`config.mk`:
```
export PLATFORM = sky130hd
export DESIGN_NAME = op_encoder32
export DESIGN_NICKNAME = d
export VERILOG_FILES = /design/src/rtl/op_encoder32.sv
export SDC_FILE = /design/constraint.sdc
export NUM_CORES = 1
export LEC_CHECK = 0
export ABC_AREA = 1
export CAP_MARGIN = 25
export CORE_MARGIN = 5
export CORE_UTILIZATION = 49
export CTS_CLUSTER_DIAMETER = 120
export DETAILED_ROUTE_END_ITERATION = 8
export PLACE_DENSITY_LB_ADDON = 0.25
export RECOVER_POWER = 25
export SYNTH_ARGS = -nofsm -noshare
export SYNTH_HDL_FRONTEND = slang
export SYNTH_SLANG_ARGS = --single-unit
export TNS_END_PERCENT = 20
```
`constraint.sdc`:
```
create_clock -name clk -period 1.8 [get_ports clk]
set_input_delay 0.18 -clock clk [delete_from_list [all_inputs] [get_ports clk]]
set_output_delay 0.18 -clock clk [all_outputs]
set_load 0.1 [all_outputs]
```
`src/rtl/op_encoder32.sv`:
```
// One-hot to 3-bit operation-code encoder with a 2-entry output FIFO and a
// sticky, saturating illegal-input counter.
module op_encoder32 #(
  parameter int ERR_CNT_W = 8,
  parameter int DEPTH     = 2
) (
  input  logic                 clk,
  input  logic                 rst_n,
  input  logic [7:0]           In,
  input  logic                 in_valid,
  output logic                 in_ready,
  output logic                 A0,
  output logic                 A1,
  output logic                 A2,
  output logic                 out_valid,
  input  logic                 out_ready,
  output logic                 err,
  output logic [ERR_CNT_W-1:0] err_cnt,
  input  logic                 err_clr
);

  localparam logic [1:0] FULL = 2'(DEPTH);
  localparam logic [ERR_CNT_W-1:0] ONE = {{(ERR_CNT_W-1){1'b0}}, 1'b1};

  // Returns {legal, code}; anything not exactly one of bits 0..4 is illegal.
  function automatic logic [3:0] encode(input logic [7:0] v);
    case (v)
      8'h01:   encode = {1'b1, 3'b000};
      8'h02:   encode = {1'b1, 3'b001};
      8'h04:   encode = {1'b1, 3'b010};
      8'h08:   encode = {1'b1, 3'b100};
      8'h10:   encode = {1'b1, 3'b101};
      default: encode = {1'b0, 3'b000};
    endcase
  endfunction

  logic [2:0]           mem_q [0:1];
  logic [1:0]           cnt_q, cnt_d;
  logic                 wr_ptr_q, wr_ptr_d;
  logic                 rd_ptr_q, rd_ptr_d;
  logic                 rdy_q;
  logic                 err_q, err_d;
  logic [ERR_CNT_W-1:0] err_cnt_q, err_cnt_d;
  logic                 push, pop, legal, wr;
  logic [2:0]           code;
  logic [2:0]           head;

  // in_ready is held low until the first edge after reset release.
  assign in_ready  = rdy_q & (cnt_q != FULL);
  assign out_valid = (cnt_q != 2'd0);
  assign head      = out_valid ? mem_q[rd_ptr_q] : 3'b000;
  assign {A2, A1, A0} = head;
  assign err       = err_q;
  assign err_cnt   = err_cnt_q;

  always_comb begin
    push          = in_valid & in_ready;
    pop           = out_valid & out_ready;
    {legal, code} = encode(In);
    wr            = push & legal;
    cnt_d         = cnt_q;
    case ({wr, pop})
      2'b10:   cnt_d = cnt_q + 2'd1;
      2'b01:   cnt_d = cnt_q - 2'd1;
      default: cnt_d = cnt_q;
    endcase
    wr_ptr_d  = wr_ptr_q ^ wr;
    rd_ptr_d  = rd_ptr_q ^ pop;
    err_d     = err_q;
    err_cnt_d = err_cnt_q;
    if (err_clr) begin
      err_d     = 1'b0;
      err_cnt_d = '0;
    end else if (push && !legal) begin
      err_d = 1'b1;
      if (!(&err_cnt_q)) err_cnt_d = err_cnt_q + ONE;
    end
  end

  always_ff @(posedge clk) begin
    if (!rst_n) begin
      cnt_q     <= 2'd0;
      wr_ptr_q  <= 1'b0;
      rd_ptr_q  <= 1'b0;
      rdy_q     <= 1'b0;
      err_q     <= 1'b0;
      err_cnt_q <= '0;
    end else begin
      cnt_q     <= cnt_d;
      wr_ptr_q  <= wr_ptr_d;
      rd_ptr_q  <= rd_ptr_d;
      rdy_q     <= 1'b1;
      err_q     <= err_d;
      err_cnt_q <= err_cnt_d;
    end
  end

  // Storage carries no reset; the head is masked to 000 whenever empty.
  always_ff @(posedge clk) begin
    if (wr) mem_q[wr_ptr_q] <= code;
  end

endmodule

```
Word-level counts from Yosys, hierarchy flattened --
Memory sizes are Yosys's and may differ from the RTL's. A register that Yosys moved wholly into a read port is not among the register bits. Index checks and enable logic that the tools add are counted. Widths: inputs -> output; s select.
Storage, ports and cells: bits in registers 14, output and inout bits 14, memory bits (writable) 6, memories 1, input port bits 13, logic and storage cells 40
Operators by class: mux-type cells 7, add/subtract/negate cells 3, reductions and logical operators 7, equality and inequality tests 8, bitwise logic cells 8
Memories:
- mem_q | depth 2, width 3, rd ports 1, clocked after memory_dff 1, wr ports 1, line 37 | logic [2:0] mem_q [0:1];
Operators with widths (count):
- $pmux 4 s5 | 1
- $add 8x1->8 const B | 1
- $eq 8x1->1 const B | 1
- $eq 8x2->1 const B | 1
- $eq 8x3->1 const B | 1
- $eq 8x4->1 const B | 1
- $eq 8x5->1 const B | 1
- $reduce_and 8->1 | 1
- $and 1x1->1 | 4
- $mux 1 | 4
- $pmux 2 s2 | 1
- $reduce_bool 2->1 | 2
- $mux 3 | 1
- $add 2x1->2 const B | 1
- $eq 2x1->1 const B | 1
- $eq 2x2->1 const B | 1
- $ne 2x2->1 const B | 1
- $not 1->1 | 2
- $reduce_and 2->1 | 1
- $reduce_or 2->1 | 1
- $sub 2x1->2 const B | 1
- $xor 1x1->1 | 2
- $logic_and 1x1->1 | 1
- $logic_not 1->1 | 1

Depth between registers and ports, before layout --
word-level depth 6, gate-level depth with buffers 12, depth with buffers taken out 12

Worst setup path before layout --
OpenSTA, ideal clock, no wires.
path kind reg2reg, from reg cnt_q[0], to reg cnt_q[1], data arrival time 2.494 ns, cell stages (with the launch flop) 10, period minus slack after synthesis 2.610 ns, library setup time 0.116 ns, buffers on the path 1, slack -0.810 ns, data required time 1.684 ns, cells stage by stage dfxtp_1 -> inv_2 -> a21boi_2 -> and2_4 -> buf_8 -> o21ai_0 -> ha_1 -> nor2_1 -> and3_1 -> nor3_1
On the way: cells in the longest elaborated chain, start to end 6, elaborated cells between the ends (all ways) 12, classes of those cells add/sub (2); eq/ne (3); mux (1); bitwise (4); reduce/logical (2)
RTL lines:
- start, declared | line 38 | logic [1:0] cnt_q, cnt_d;
- start signal, assigned | line 89 | cnt_q <= cnt_d;
- $ne 2x2->1 * | line 49 | assign in_ready = rdy_q & (cnt_q != FULL);
- $and 1x1->1 * | line 49
- named net in_ready | line 11 | output logic in_ready,
- $and 1x1->1 * | line 57 | push = in_valid & in_ready;
- $and 1x1->1 * | line 60 | wr = push & legal;
- $eq 2x1->1 / $eq 2x2->1 (equally long branches) | line 62 | case ({wr, pop})
- $pmux 2 s2 / $reduce_bool 2->1 (equally long branches)
Mark *: on every way through the listed nets, which the timed path passes. The rest lies on a longest branch. A chain may end at the register's enable or synchronous reset.

Worst setup path after layout --
from in In[7], to reg cnt_q[1]
On the way: cells in the longest elaborated chain, start to end 5, elaborated cells between the ends (all ways) 11, classes of those cells eq/ne (7); mux (2); bitwise (1); reduce/logical (1)
RTL lines:
- start, declared | line 9 | input logic [7:0] In,
- $eq 8x5->1 (tied with other cells) | line 27 | case (v)
- $pmux 4 s5 * | line 27
- $and 1x1->1 * | line 60
- $eq 2x1->1 / $eq 2x2->1 (equally long branches) | line 62
- $pmux 2 s2 / $reduce_bool 2->1 (equally long branches)
Mark *: on every way between the ends. The rest lies on a longest branch, timed or not.

==> flow_metrics.tcl <==
set metrics [dict create \
    critPathRequiredTime_ps 2040 \
    tightestPinTransition_ps 309 \
    cts_root_buf "clkbuf_4" \
    clock-sinks 21 \
    outcome "finished, final reports clean" \
    cts_setup_buffers 0 \
    clk_pin_slew_worst_paths_ps 120 \
    grt_pass1_wl_um 4890 \
    p_total_uw 892 \
    cp-endpoint "cnt_q[1]$_SDFFE_PN0P_" \
    met3_usage 0.0447 \
    r2r-start "cnt_q[1]$_SDFFE_PN0P_" \
    maxSlewViolCount 0 \
    ys_seq_elements 21 \
    grt_overflow 0 \
    syn_inst 180 \
    critPathLaunchType "input port" \
    ir_drop_uv 557 \
    syn_area_um2 1250 \
    cp-end-kind "flip-flop" \
    grt_use_met1 0.188 \
    cpMostUsedCell "nand2_1" \
    power_density_nw_per_um2 531 \
    reg2reg_to "cnt_q[1]$_SDFFE_PN0P_" \
    dp_hpwl_um 2230 \
    mostFrequentLayoutCell "nand2_1" \
    cts.repair.resized 0 \
    r2r_slack_ps 230 \
    die_w_um 60.5 \
    yosys_warnings 0 \
    core_area_um2 2450 \
    syn2layout_area_growth_pct 34.4 \
    cts_tree "yes" \
    cp_cell_sequence "clkdlybuf4s50_1 > inv_2 > nand2_1 > nor2_4 > nand2_1 > nand3_2 > o21ai_2 > ha_1 > nor2_2 > a21oi_1 > nor3_1" \
    crit_path_max_incr_delay_ps 440 \
    io_pins 27 \
    htreeDepth 1 \
    wl_per_cell_um 11.1 \
    rsz0062_at_grt "no" \
    core.rowCount 18 \
    startpoint "In[7]" \
    maxSlewHeadroom 0.792 \
    via_per_inst 5.03 \
    insertion_delay_ps 310 \
    drc_errors 0 \
    gp_congestion 0.946 \
    hold_viol 0 \
    min_period_over_period 0.921 \
    dieHeight_um 60.5 \
    setup_viol 0 \
    dieArea_um2 3660 \
    n_fill_cell 205 \
    critPathMaxFanout 4 \
    grt_use_met2 0.324 \
    drive_gt1_frac 0.249 \
    mostFrequentLayoutCells "nand2_1, nor2_1, inv_1" \
    clock.fmax_ghz 0.603 \
    crit_arrival_ps 1900 \
    p_leak_nw 0.780 \
    fin_worst_skew_ps 4.58 \
    initial_utilization 0.509 \
    numCtsBuffers 3 \
    critPathKind "input port to flip-flop" \
    fin_nets 235 \
    io_buffers 26 \
    fin_util 0.685 \
    grt_pass1_vias 1202 \
    min_from "err$_SDFFE_PP0P_" \
    drt_first_pass_iters 4 \
    yosys.cell_types.count 23 \
    postRouteAntennaNets 0 \
    ys_seq_area_frac 0.384 \
    diodes 0 \
    reg2regPathDepth 6 \
    vias 1243 \
    cts-hold-fix-buffers 0 \
    period_minus_slack_ps 1660 \
    syn-num-nets 197 \
    grt_usage 0.174 \
    wirelength_um 2750 \
    crit_slowest_cell "clkdlybuf4s50_1" \
    antenna_found_initial 0 \
    grt_max_degree 13 \
    grt.busiest_layer "met2" \
    drt_first_iter_violations 37 \
    clockBufferDepth 2 \
    hp-class "flip-flop to flip-flop" \
    drv_cap 0 \
    syn_avg_cell_area_um2 6.94 \
]
[stage by stage]
stage / hold WS, ps / TNS (ps) / setup WS, ps / cells / area [um2]
after floorplan: 208 / -4490 / -339 / 180 / 1260
after global placement: 437 / -133 / -130 / 243 / 1640
after detailed placement: 444 / -872 / -238 / 243 / 1640
after CTS: 417 / 0 / 86.5 / 247 / 1660
after global routing: 478 / 0 / 7.02 / 247 / 1680
final: 458 / 0 / 143 / 247 / 1680
[synthesized netlist by cell type (all sizes together)]
master | instances | area (um2)
buf | 1 | 15.0
dfxtp | 15 | 300
nor3 | 3 | 15.0
xor2 | 1 | 8.76
nor2 | 36 | 160
xnor2 | 1 | 8.76
nand3 | 5 | 30.0
edfxtp | 6 | 180
and2 | 1 | 8.76
a21boi | 1 | 11.3
a21oi | 9 | 45.0
nand4 | 10 | 68.8
o21ai | 3 | 15.0
nand2 | 47 | 191
inv | 36 | 135
ha | 4 | 50.1
and3 | 1 | 6.26
[power by group]
part	total, mW	switching (mW)	internal (mW)
clock	0.227	0.144	0.0830
combinational	0.169	0.104	0.0649
sequential	0.495	0.00523	0.490
[logic make-up (layout without fill, tap and decap cells)]
logic type                 count (synthesis)  in the layout  synth area share
DFF                                       21             21             0.384
adders and majority gates                  4              4            0.0400
and+or+nand+nor                          103            103             0.384
xor gates and xnor gates                   2              2            0.0140
buffers and inverters                     37             74             0.120
AOI/OAI and AO/OA                         13             13            0.0571
[worst min-delay path by stage]
stage,slack (ps),to,depth (start not counted)
after global routing,480,err$_SDFFE_PP0P_,2
after CTS,420,rdy_q$_DFF_P_,1
after detailed placement,440,err$_SDFFE_PP0P_,2
final,460,err$_SDFFE_PP0P_,2
after global placement,440,flip-flop,1
after floorplan,210,rdy_q$_DFF_P_,0
[state kept, by name, summed over array words and instances, names as in the netlist, named ones only]
register	flops
err_cnt	8
mem_q	6
cnt_q	2
err	1
rd_ptr_q	1
rdy_q	1
wr_ptr_q	1
[area by class of cell]
cell class | count | area, um2 | area share
clock buffer | 3 | 22.5 | 0.0134
clock inverter | 1 | 5.00 | 0.00298
inverter | 36 | 135 | 0.0804
timing repair buffer | 34 | 353 | 0.210
tap | 30 | 37.5 | 0.0223
multi-input combinational | 122 | 646 | 0.384
sequential | 21 | 482 | 0.287
[routing by layer]
metal / routed length, um / up-vias
li1: - / 637
met1: 1080 / 564
met2: 1480 / 35
met3: 145 / 7
met4: 42 / 0
met5: 0 / -
[worst max-delay path, delay by kind of cell]
kind	cells	cell delay, ps
AOI/OAI and AO/OA	2	140
adders and majority gates	1	310
buffers and inverters	2	490
and+or+nand+nor	6	760
No activity file was read; power rests on OpenSTA's default activity.
